==> config.mk <==
export PLATFORM = sky130hd
export DESIGN_NAME = stall_flush_ctrl
export DESIGN_NICKNAME = d
export VERILOG_FILES = /design/src/rtl/stall_flush_ctrl_pkg.sv /design/src/rtl/stall_perf_cnt.sv /design/src/rtl/stall_flush_ctrl.sv
export SDC_FILE = /design/constraint.sdc
export NUM_CORES = 1
export LEC_CHECK = 0
export ABC_AREA = 1
export CORE_AREA = 5 5 42 44
export DETAILED_ROUTE_END_ITERATION = 10
export DIE_AREA = 0 0 47 49
export GPL_ROUTABILITY_DRIVEN = 0
export MAX_ROUTING_LAYER = met4
export SYNTH_ARGS = -nofsm -noshare
export SYNTH_HDL_FRONTEND = slang
export SYNTH_SLANG_ARGS = --single-unit
==> constraint.sdc <==
create_clock -name clk -period 1.7 [get_ports clk]
set_clock_uncertainty 0.15 [all_clocks]
set_input_delay 0.51 -clock clk [delete_from_list [all_inputs] [get_ports clk]]
set_output_delay 0.51 -clock clk [all_outputs]
set_load 0.005 [all_outputs]
==> src/rtl/stall_flush_ctrl_pkg.sv <==
// Shared FSM encodings and pipeline stage indices for the stall/flush controller.
package stall_flush_ctrl_pkg;

  typedef enum logic [0:0] {
    ST_IDLE       = 1'b0,
    ST_LOAD_STALL = 1'b1
  } state_e;

  localparam int STAGE_PC    = 0;
  localparam int STAGE_IFID  = 1;
  localparam int STAGE_IDEX  = 2;
  localparam int STAGE_EXMEM = 3;

endpackage

==> src/rtl/stall_perf_cnt.sv <==
// 32-bit saturating event counter; only built when STALL_PERF_EN is defined.
`ifdef STALL_PERF_EN
module stall_perf_cnt (
  input  logic        clk,
  input  logic        rst,
  input  logic        en,
  output logic [31:0] count
);

  // Count enabled cycles, sticking at all ones.
  always_ff @(posedge clk or posedge rst) begin
    if (rst) begin
      count <= 32'd0;
    end else if (en && (count != 32'hFFFF_FFFF)) begin
      count <= count + 32'd1;
    end else begin
      count <= count;
    end
  end

endmodule
`endif

==> src/rtl/stall_flush_ctrl.sv <==
// Pipeline hold/bubble controller: ram_pause > branch flush > load-use stall.
// Optional performance counters are enabled by the STALL_PERF_EN macro.
module stall_flush_ctrl #(
  parameter int STAGES   = 4,
  parameter int LOAD_LAT = 1,
  parameter int ADDR_W   = 4
) (
  input  logic              clk,
  input  logic              rst,
  input  logic              ex_reg_wr,
  input  logic              ex_is_load,
  input  logic [ADDR_W-1:0] ex_wb_addr,
  input  logic [ADDR_W-1:0] id_rega_addr,
  input  logic [ADDR_W-1:0] id_regb_addr,
  input  logic              id_use_rega,
  input  logic              id_use_regb,
  input  logic              branch_taken,
  input  logic              ram_pause,
  output logic [STAGES-1:0] pause,
  output logic [STAGES-1:0] flush,
  output logic              stall_busy
`ifdef STALL_PERF_EN
  ,
  output logic [31:0]       perf_ram_cyc,
  output logic [31:0]       perf_load_cyc,
  output logic [31:0]       perf_flush_cnt
`endif
);

  import stall_flush_ctrl_pkg::*;

  localparam int CNT_W = $clog2(LOAD_LAT) + 1;
  // First hazard cycle is the IDLE cycle itself, so the counter covers the rest.
  localparam logic [CNT_W-1:0] CNT_INIT = (LOAD_LAT > 1) ? CNT_W'(LOAD_LAT - 2) : '0;

  state_e           state_r;
  logic [CNT_W-1:0] cnt_r;
  logic             hazard_s;
  logic             bubble_s;

  assign hazard_s = ex_reg_wr & ex_is_load &
                    ((id_use_rega & (ex_wb_addr == id_rega_addr)) |
                     (id_use_regb & (ex_wb_addr == id_regb_addr)));
  assign bubble_s = (state_r == ST_LOAD_STALL) | hazard_s;

  // Same-cycle pause/flush decode from inputs and current FSM state.
  always_comb begin
    pause = '0;
    flush = '0;
    if (ram_pause) begin
      pause = '1;
    end else if (branch_taken) begin
      flush[STAGE_IFID] = 1'b1;
      flush[STAGE_IDEX] = 1'b1;
    end else if (bubble_s) begin
      pause[STAGE_PC]   = 1'b1;
      pause[STAGE_IFID] = 1'b1;
      flush[STAGE_IDEX] = 1'b1;
    end else begin
      pause = '0;
      flush = '0;
    end
  end

  // Load-use bubble sequencer; frozen by ram_pause, cancelled by a branch.
  always_ff @(posedge clk or posedge rst) begin
    if (rst) begin
      state_r <= ST_IDLE;
      cnt_r   <= '0;
    end else if (ram_pause) begin
      state_r <= state_r;
      cnt_r   <= cnt_r;
    end else if (branch_taken) begin
      state_r <= ST_IDLE;
      cnt_r   <= '0;
    end else begin
      case (state_r)
        ST_IDLE: begin
          if (hazard_s && (LOAD_LAT > 1)) begin
            state_r <= ST_LOAD_STALL;
            cnt_r   <= CNT_INIT;
          end else begin
            state_r <= ST_IDLE;
            cnt_r   <= '0;
          end
        end
        ST_LOAD_STALL: begin
          if (cnt_r == '0) begin
            state_r <= ST_IDLE;
            cnt_r   <= '0;
          end else begin
            state_r <= ST_LOAD_STALL;
            cnt_r   <= cnt_r - CNT_W'(1);
          end
        end
        default: begin
          state_r <= ST_IDLE;
          cnt_r   <= '0;
        end
      endcase
    end
  end

  assign stall_busy = (state_r == ST_LOAD_STALL);

`ifdef STALL_PERF_EN
  logic ram_en_s;
  logic load_en_s;
  logic flush_en_s;

  assign ram_en_s   = ram_pause;
  assign load_en_s  = ~ram_pause & ~branch_taken & bubble_s;
  assign flush_en_s = ~ram_pause & branch_taken;

  stall_perf_cnt u_ram_cnt   (.clk(clk), .rst(rst), .en(ram_en_s),   .count(perf_ram_cyc));
  stall_perf_cnt u_load_cnt  (.clk(clk), .rst(rst), .en(load_en_s),  .count(perf_load_cyc));
  stall_perf_cnt u_flush_cnt (.clk(clk), .rst(rst), .en(flush_en_s), .count(perf_flush_cnt));
`endif

endmodule

* Word-level counts from Yosys, hierarchy flattened
Cells that the tools add are included.
Storage, ports and cells: output and inout bits 9, register bits after elaboration 2, input port bits 20
Operators by class: equal/unequal tests 2, add/subtract/negate cells 1, bitwise logic cells 7, muxes and demuxes 12
Operators by type and width (count):
- $eq A4 B4 Y1 | 2
- $mux W2 | 3
- $mux W1 | 5
- $and A1 B1 Y1 | 4
- $mux W4 | 1
- $pmux W1 S2 | 2
- $mux W3 | 1
- $or A1 B1 Y1 | 2
- $not A1 Y1 | 1
- $sub A1 B1 Y1 const B | 1

* Depth between registers and ports, before layout
word-level depth 8, mapped depth 9, depth with buffers taken out 8

* Least setup slack after synthesis
No wires, ideal clock.
kind input-to-output, start point input port ex_wb_addr[1], end point output port pause[1], setup slack -0.054 ns, stages 9, data required time 1.040 ns, arrival 1.094 ns, path through inv_1 -> nand2_1 -> nand2_1 -> nor2_1 -> nand3_1 -> nand2_1 -> nand3_1 -> nand2_1 -> buf_4
Between the ends: word-level cells in the longest chain between the ends 8, elaborated cells on any way between the ends 10
Ends and longest elaborated chain:
- start: declaration | line stall_flush_ctrl.sv:12 | input logic [ADDR_W-1:0] ex_wb_addr,
- $eq A4 B4 Y1 (on tied branches) | line stall_flush_ctrl.sv:42, stall_flush_ctrl.sv:43
- $and A1 B1 Y1 (on tied branches) | line stall_flush_ctrl.sv:42, stall_flush_ctrl.sv:43
- $or A1 B1 Y1 * | line stall_flush_ctrl.sv:42 | ((id_use_rega & (ex_wb_addr == id_rega_addr)) |
- $and A1 B1 Y1 * | line stall_flush_ctrl.sv:41 | assign hazard_s = ex_reg_wr & ex_is_load &
- $or A1 B1 Y1 * | line stall_flush_ctrl.sv:44 | assign bubble_s = (state_r == ST_LOAD_STALL) | hazard_s;
- $mux W2 * | line stall_flush_ctrl.sv:55 | end else if (bubble_s) begin
- $mux W2 * | line stall_flush_ctrl.sv:52 | end else if (branch_taken) begin
- $mux W4 * | line stall_flush_ctrl.sv:50 | if (ram_pause) begin
- end: declaration | line stall_flush_ctrl.sv:19 | output logic [STAGES-1:0] pause,
Mark *: on every way between the ends. The rest lies on a longest branch, timed or not.

* Worst setup path in the final report
start point input port id_regb_addr[2], end point output port pause[1]
Between the ends: word-level cells in the longest chain between the ends 8
Ends and longest elaborated chain:
- start: declaration | line stall_flush_ctrl.sv:14 | input logic [ADDR_W-1:0] id_regb_addr,
- $eq A4 B4 Y1 | line stall_flush_ctrl.sv:43 | (id_use_regb & (ex_wb_addr == id_regb_addr)));
- $and A1 B1 Y1 | line stall_flush_ctrl.sv:43
- $or A1 B1 Y1 | line stall_flush_ctrl.sv:42
- $and A1 B1 Y1 | line stall_flush_ctrl.sv:41
- $or A1 B1 Y1 | line stall_flush_ctrl.sv:44
- $mux W2 | line stall_flush_ctrl.sv:55
- $mux W2 | line stall_flush_ctrl.sv:52
- $mux W4 | line stall_flush_ctrl.sv:50
Every way passes these cells.

==> impl_metrics.json <==
{
  "io_buffers": 24,
  "min_period_ns": 1.919,
  "grt_util_met1_pct": 8.261,
  "end_kind": "output pin",
  "first_global_vias": 280,
  "whs_path_depth": 3,
  "combPwrFrac_pct": 100.0,
  "synthSimpleGateAreaFrac_pct": 53.51,
  "dp_hpwl_microns": 617.8,
  "rsz0062_at_grt": "true",
  "fin_nets": 93,
  "hold_path_end": "flush[1]",
  "n_antenna_cell": 0,
  "synth-xor-area-share_pct": 7.568,
  "min_path_type": "input pin to output pin",
  "crit_path_max_fanout": 2,
  "cp.arrival_ns": 1.26,
  "design.seq.count": 0,
  "setup_violations": 3,
  "routed_wl_microns": 684,
  "drt_iter0_markers": 4,
  "dpl_cell_area_sq_um": 454.2,
  "clkbuf_count": 0,
  "die_area_sq_um": 2303,
  "vias_per_cell": 3.759,
  "violations": "negative setup slack",
  "synth_top_family_by_area": "simple AND/OR/NAND/NOR gates",
  "outcome": "complete, but fails checks",
  "clock_power_share_pct": 0,
  "drc_errors": 0,
  "vias": 327,
  "die_h_microns": 49,
  "syn_avg_cell_area_sq_um": 4.539,
  "grt_overflow": 0,
  "synth_mux_area_share_pct": 0,
  "p_leak_nw": 0.2639,
  "max_freq_mhz": 521.2,
  "antenna_left": 0,
  "core_area_sq_um": 1401,
  "crit_type": "input pin to output pin",
  "dp.cells": 87,
  "initial_utilization_pct": 16.52,
  "synth_compound_area_share_pct": 0,
  "layout-drive-gt1-share_pct": 50.70,
  "die_x_microns": 47,
  "use_met3_pct": 0,
  "synthCells": 51,
  "final.setup.tns_ns": -0.6265,
  "drtPass1Iterations": 3,
  "fillCellCount": 166,
  "wl_per_cell_microns": 7.862,
  "vdd_drop_max_mv": 0.07564,
  "design_area_sq_um": 442.9,
  "synth.distinct_cells": 10,
  "p_int_uw": 50.10,
  "synth_adder_area_share_pct": 0,
  "syn_area_sq_um": 231.5,
  "powerDensity_nw_per_um2": 204.7,
  "maxCapViolations": 0,
  "ioPinCount": 29,
  "finalCritPeriodShare_pct": 112.9,
  "setup_ws_ns": -0.2186,
  "area_delta_synth_final_pct": 91.35,
  "multi_input_area_sq_um": 187.7,
  "hold_viol": 0,
  "dp_slack_ns": -1.046,
  "busiest_layer": "met2",
  "grt_max_degree": 5,
  "hp-start": "ram_pause",
  "whs_ns": 1.154,
  "switching_share_pct": 44.73,
  "instances_no_fill": 87,
  "use_met2_pct": 11.31,
  "antenna_found_initial": 0,
  "yosys_warnings": 0,
  "cp.required_ns": 1.04,
  "start_kind": "input pin",
  "seq_area_sq_um": 0,
  "yosysSeqAreaShare_pct": 0,
  "grt_pass1_wl_microns": 1159,
  "rows": 14,
  "maxSlewViolCount": 0,
  "switchingPower_uw": 40.55,
  "pwr-share-seq_pct": 0,
  "grtUsageTotal_pct": 6.331
}
[through the flow]
stage               power, mW  util (%)
global route           0.1014     31.61
floorplan             0.04160         -
CTS                   0.08582     30.71
detailed placement    0.09720     32.41
global placement      0.09629     32.41
finish                0.09065     31.61
[layer usage]
| metal | vias to the layer above | wire length [microns] |
|---|---|---|
| li1 | 177 | - |
| met1 | 139 | 229 |
| met2 | 11 | 396 |
| met3 | 0 | 58 |
| met4 | 0 | 0 |
| met5 | - | 0 |
[cells in the mapped netlist (all sizes together)]
library cell   n  share of area, %
nand2         18                30
inv           10                16
nor2           9                15
buf            6                19
nand3          4               8.6
xnor2          2               7.6
clkinv         1               1.6
conb           1               1.6
[area by class of cell]
class                           instances  area share, %
Multi-Input combinational cell         36          42.37
Timing Repair Buffer                   24          42.94
Inverter                               11          10.17
Tap cell                               16          4.520
[kinds of logic after synthesis]
kind of cell / Yosys count
other: 1
AND/OR/NAND/NOR: 31
buffers and inverters: 17
XOR/XNOR: 2
[layout by cell type (no fill, tap or decap), types with 2 or more instances in the layout]
master | netlist | final
buf_2 | 0 | 8
buf_6 | 0 | 5
clkbuf_2 | 0 | 3
clkdlybuf4s15_1 | 0 | 3
conb_1 | 1 | 3
dlygate4sd2_1 | 0 | 3
inv_1 | 8 | 6
inv_2 | 2 | 3
nand2_1 | 17 | 11
nand2_2 | 1 | 7
nand3_1 | 4 | 2
nand3_2 | 0 | 2
nor2_1 | 9 | 5
nor2_2 | 0 | 4
xnor2_1 | 2 | 2
[power groups by stage]
stage | clock (mW) | sequential, mW | combinational (mW)
3_3_place_gp | 0 | 0 | 0.0963
6_report | 0 | 0 | 0.0906
2_1_floorplan | 0 | 0 | 0.0416
5_1_grt | 0 | 0 | 0.101
4_1_cts | 0 | 0 | 0.0858
3_5_place_dp | 0 | 0 | 0.0972
[how the worst max path moves through the flow]
stage          slack (ns)  cells past startpoint       startpoint       end
2_1_floorplan       -0.05                      9    ex_wb_addr[1]  pause[1]
3_3_place_gp        -1.03                     10    ex_wb_addr[1]  pause[1]
3_5_place_dp        -1.05                     10    ex_wb_addr[1]  pause[1]
4_1_cts             -0.25                      9  id_regb_addr[2]  pause[1]
5_1_grt             -0.31                     10  id_rega_addr[1]  pause[1]
6_report            -0.22                      9  id_regb_addr[2]  pause[1]
[worst max-delay path: stages]
cell     delay [ns]
buf_6          0.09
nor2_2         0.09
nor2_1         0.05
nor2_1         0.09
nand3_1        0.10
nand2_2        0.09
nand3_2        0.06
nand2_1        0.07
buf_2          0.11
[timing repair]
| action | CTS | global route |
|---|---|---|
| gates resized for setup | 86 | 14 |
| hold endpoints to repair | 0 | 0 |
| hold buffers | 0 | 0 |
| pin swaps | 22 | 14 |
| buffers inserted | 0 | 0 |
| endpoints found under the setup margin | 6 | 4 |
Note: power is estimated with default switching activity, not from simulation.
==> RTL change: new RTL, same flow settings <==
Change the parameter `LOAD_LAT` from 1 to 2.
--- a/src/rtl/stall_flush_ctrl.sv
+++ b/src/rtl/stall_flush_ctrl.sv
@@ -2,7 +2,7 @@
 // Optional performance counters are enabled by the STALL_PERF_EN macro.
 module stall_flush_ctrl #(
   parameter int STAGES   = 4,
-  parameter int LOAD_LAT = 1,
+  parameter int LOAD_LAT = 2,
   parameter int ADDR_W   = 4
 ) (
   input  logic              clk,
Formal check against the unedited RTL: not equivalent (Yosys sat finds a counterexample within 4 cycles, from zero or initial values and one cycle with rst high).
==> RTL change against the original RTL <==
  * Total power rose to 3.4 times the old value
  * Non-clock buffer count grew 12
  * Synthesized area increased by 66%
  * Critical endpoint unchanged
  * Via count grew 46%
  * Highest routed layer unchanged
  * Sequential cell count grew 3
  * Worst setup slack got worse by 0.059 ns
  * The flow still finishes with violations (negative setup slack)
  * Routed wire length up 50%
  * Largest power group unchanged
  * Fmax shrank 3.0%
  * Cell area is 64% higher
==> RTL change: results (changes against the original RTL) <==
* Outcome: finished, violations left
* Failing checks: negative setup slack
* Sw Pwr at 0.08002 mW (+97%)
* Clock transition at path regs at 0.03 ns
* Hold Path Class: primary input to async pin
* DP Wirelength at 836 µm (+35%)
* First-pass GRT wire length at 1.476 mm (+27%)
* Worst-Skew Late Latency at 0.23 ns
* Total Wirelength at 1.027 mm (+50%)
* Largest cells by area after synthesis: nand2_1 21%, dfrtp_1 20%, inv_1 15%, buf_4 9.8%, nor2_1 6.8%
* Worst IR drop on VDD at 0.3517 mV (+360%)
* H-tree depth at 1
* Final-stage net count at 126 (+35%)
* Synth Flop Type: dfrtp_1
* Number of global-route vias before repair at 415 (+48%)
* # port buffers at 26 (+8.3%)
* Antenna cells at 0 (unchanged)
* Layout cell share with drive strength beyond 1 at 0.4667 (-0.04038)
* Sequential-to-total area share from yosys stat at 0.1954 (+0.1954)
* Final setup viols at 3 (unchanged)
* # fillers at 150 (-9.6%)
* Asr flop ratio synth at 1.000
* 1st-iter DRT viols at 0 (-4)
* Initial DRT Pass Iterations at 1 (-2)
* Initial antenna violation count at 0 (unchanged)
* Largest Register: cnt_r
* Top cells by count, synth: 21 x nand2_1, 15 x inv_1, 7 x nor2_1
* Crit Path Max Fanout at 2 (unchanged)
* CTS Buffer Depth at 2
* Root Driver: clkbuf_4
* LEAKAGE at 0.4413 nW (+67%)
* Via Count at 479 (+46%)
* Tot GR Track Use at 0.08448 (+0.02117)
* Max reg flops at 2
* Synth warnings at 0 (unchanged)
* Synth unique cells at 18 (+8)
* Setup WS pre-CTS at -1.133 ns (-0.08656 ns)
* Setup ws final at -0.2774 ns (-0.05883 ns)
* Total CTS buffers at 3
* Largest net degree at the start of global routing at 6 (+1)
-- RTL change: power groups by stage --
stage	Sequential, mW	Clock [mW]	Combinational, mW
6_report	0.0729	0.119	0.120
5_1_grt	0.0729	0.139	0.133
4_1_cts	0.0728	0.124	0.115
3_5_place_dp	0.0737	0	0.123
3_3_place_gp	0.0737	0	0.122
2_1_floorplan	0.0741	0	0.0482
-- RTL change: metal layers --
layer / up-vias / global-route usage / part of all wire
met5: - / - / 0
met4: 0 / 0.04147 / 0
met3: 0 / 0 / 0.078
met2: 12 / 0.1516 / 0.56
met1: 198 / 0.09011 / 0.36
li1: 269 / - / -
-- RTL change: area by class of cell --
type / count / share of cell area
multi-input cells: 46 / 0.3064
repair buffers: 36 / 0.4441
clock buffers: 4 / 0.03614
inverters: 16 / 0.08262
flip-flops and latches: 3 / 0.1033
well taps: 16 / 0.02754
-- RTL change: repair_timing --
action | CTS | global route
gates resized for setup | 85 | 13
pin swaps | 23 | 17
hold buffers | 0 | 0
buffers inserted | 3 | 0
setup endpoints to repair | 8 | 7
-- RTL change: worst paths after layout --
| check | depth (start not counted) | startpoint | to | slack [ns] |
|---|---|---|---|---|
| setup / recovery | 11 | id_rega_addr[2] | pause[1] | -0.28 |
| hold / removal | 2 | rst | stall_busy$_DFFE_PP0N_ | 0.29 |
| setup reg to reg | 4 | stall_busy$_DFFE_PP0N_ | cnt_r[0]$_DFFE_PP0N_ | 0.38 |
| hold reg to reg | 2 | cnt_r[0]$_DFFE_PP0N_ | cnt_r[0]$_DFFE_PP0N_ | 0.39 |
| max in group asynchronous | 2 | rst | cnt_r[0]$_DFFE_PP0N_ | 0.98 |
| min in group clk | 2 | cnt_r[0]$_DFFE_PP0N_ | cnt_r[0]$_DFFE_PP0N_ | 0.39 |
-- RTL change: per-stage QoR --
stage          setup TNS [ns]  cells  cell area, µm²  hold WS [ns]
2_1_floorplan         -0.1710     70           390.4        0.1136
3_3_place_gp           -5.577    114           685.7        0.3376
3_5_place_dp           -5.682    114           685.7        0.3488
4_1_cts                -1.442    121           696.9        0.2923
5_1_grt                -1.068    121           726.9        0.2956
6_report              -0.7864    121           726.9        0.2941
-- RTL change: cell families after synthesis --
group                     count (synthesis)  synth area share
and+or+nand+nor                          38            0.4398
other                                     1          0.009763
DFF                                       3            0.1954
buffers and inverters                    21            0.2541
AOI/OAI and AO/OA                         5           0.07818
xor gates and xnor gates                  1           0.02281
-- RTL change: worst max-delay path: stages --
cell     delay [ns]
buf_6          0.09
nor2_2         0.08
nor2_1         0.04
nor2_1         0.09
nand3_1        0.08
nand2_1        0.08
nand2_2        0.06
nand2_2        0.06
nand2_1        0.05
nand2_1        0.07
buf_2          0.11
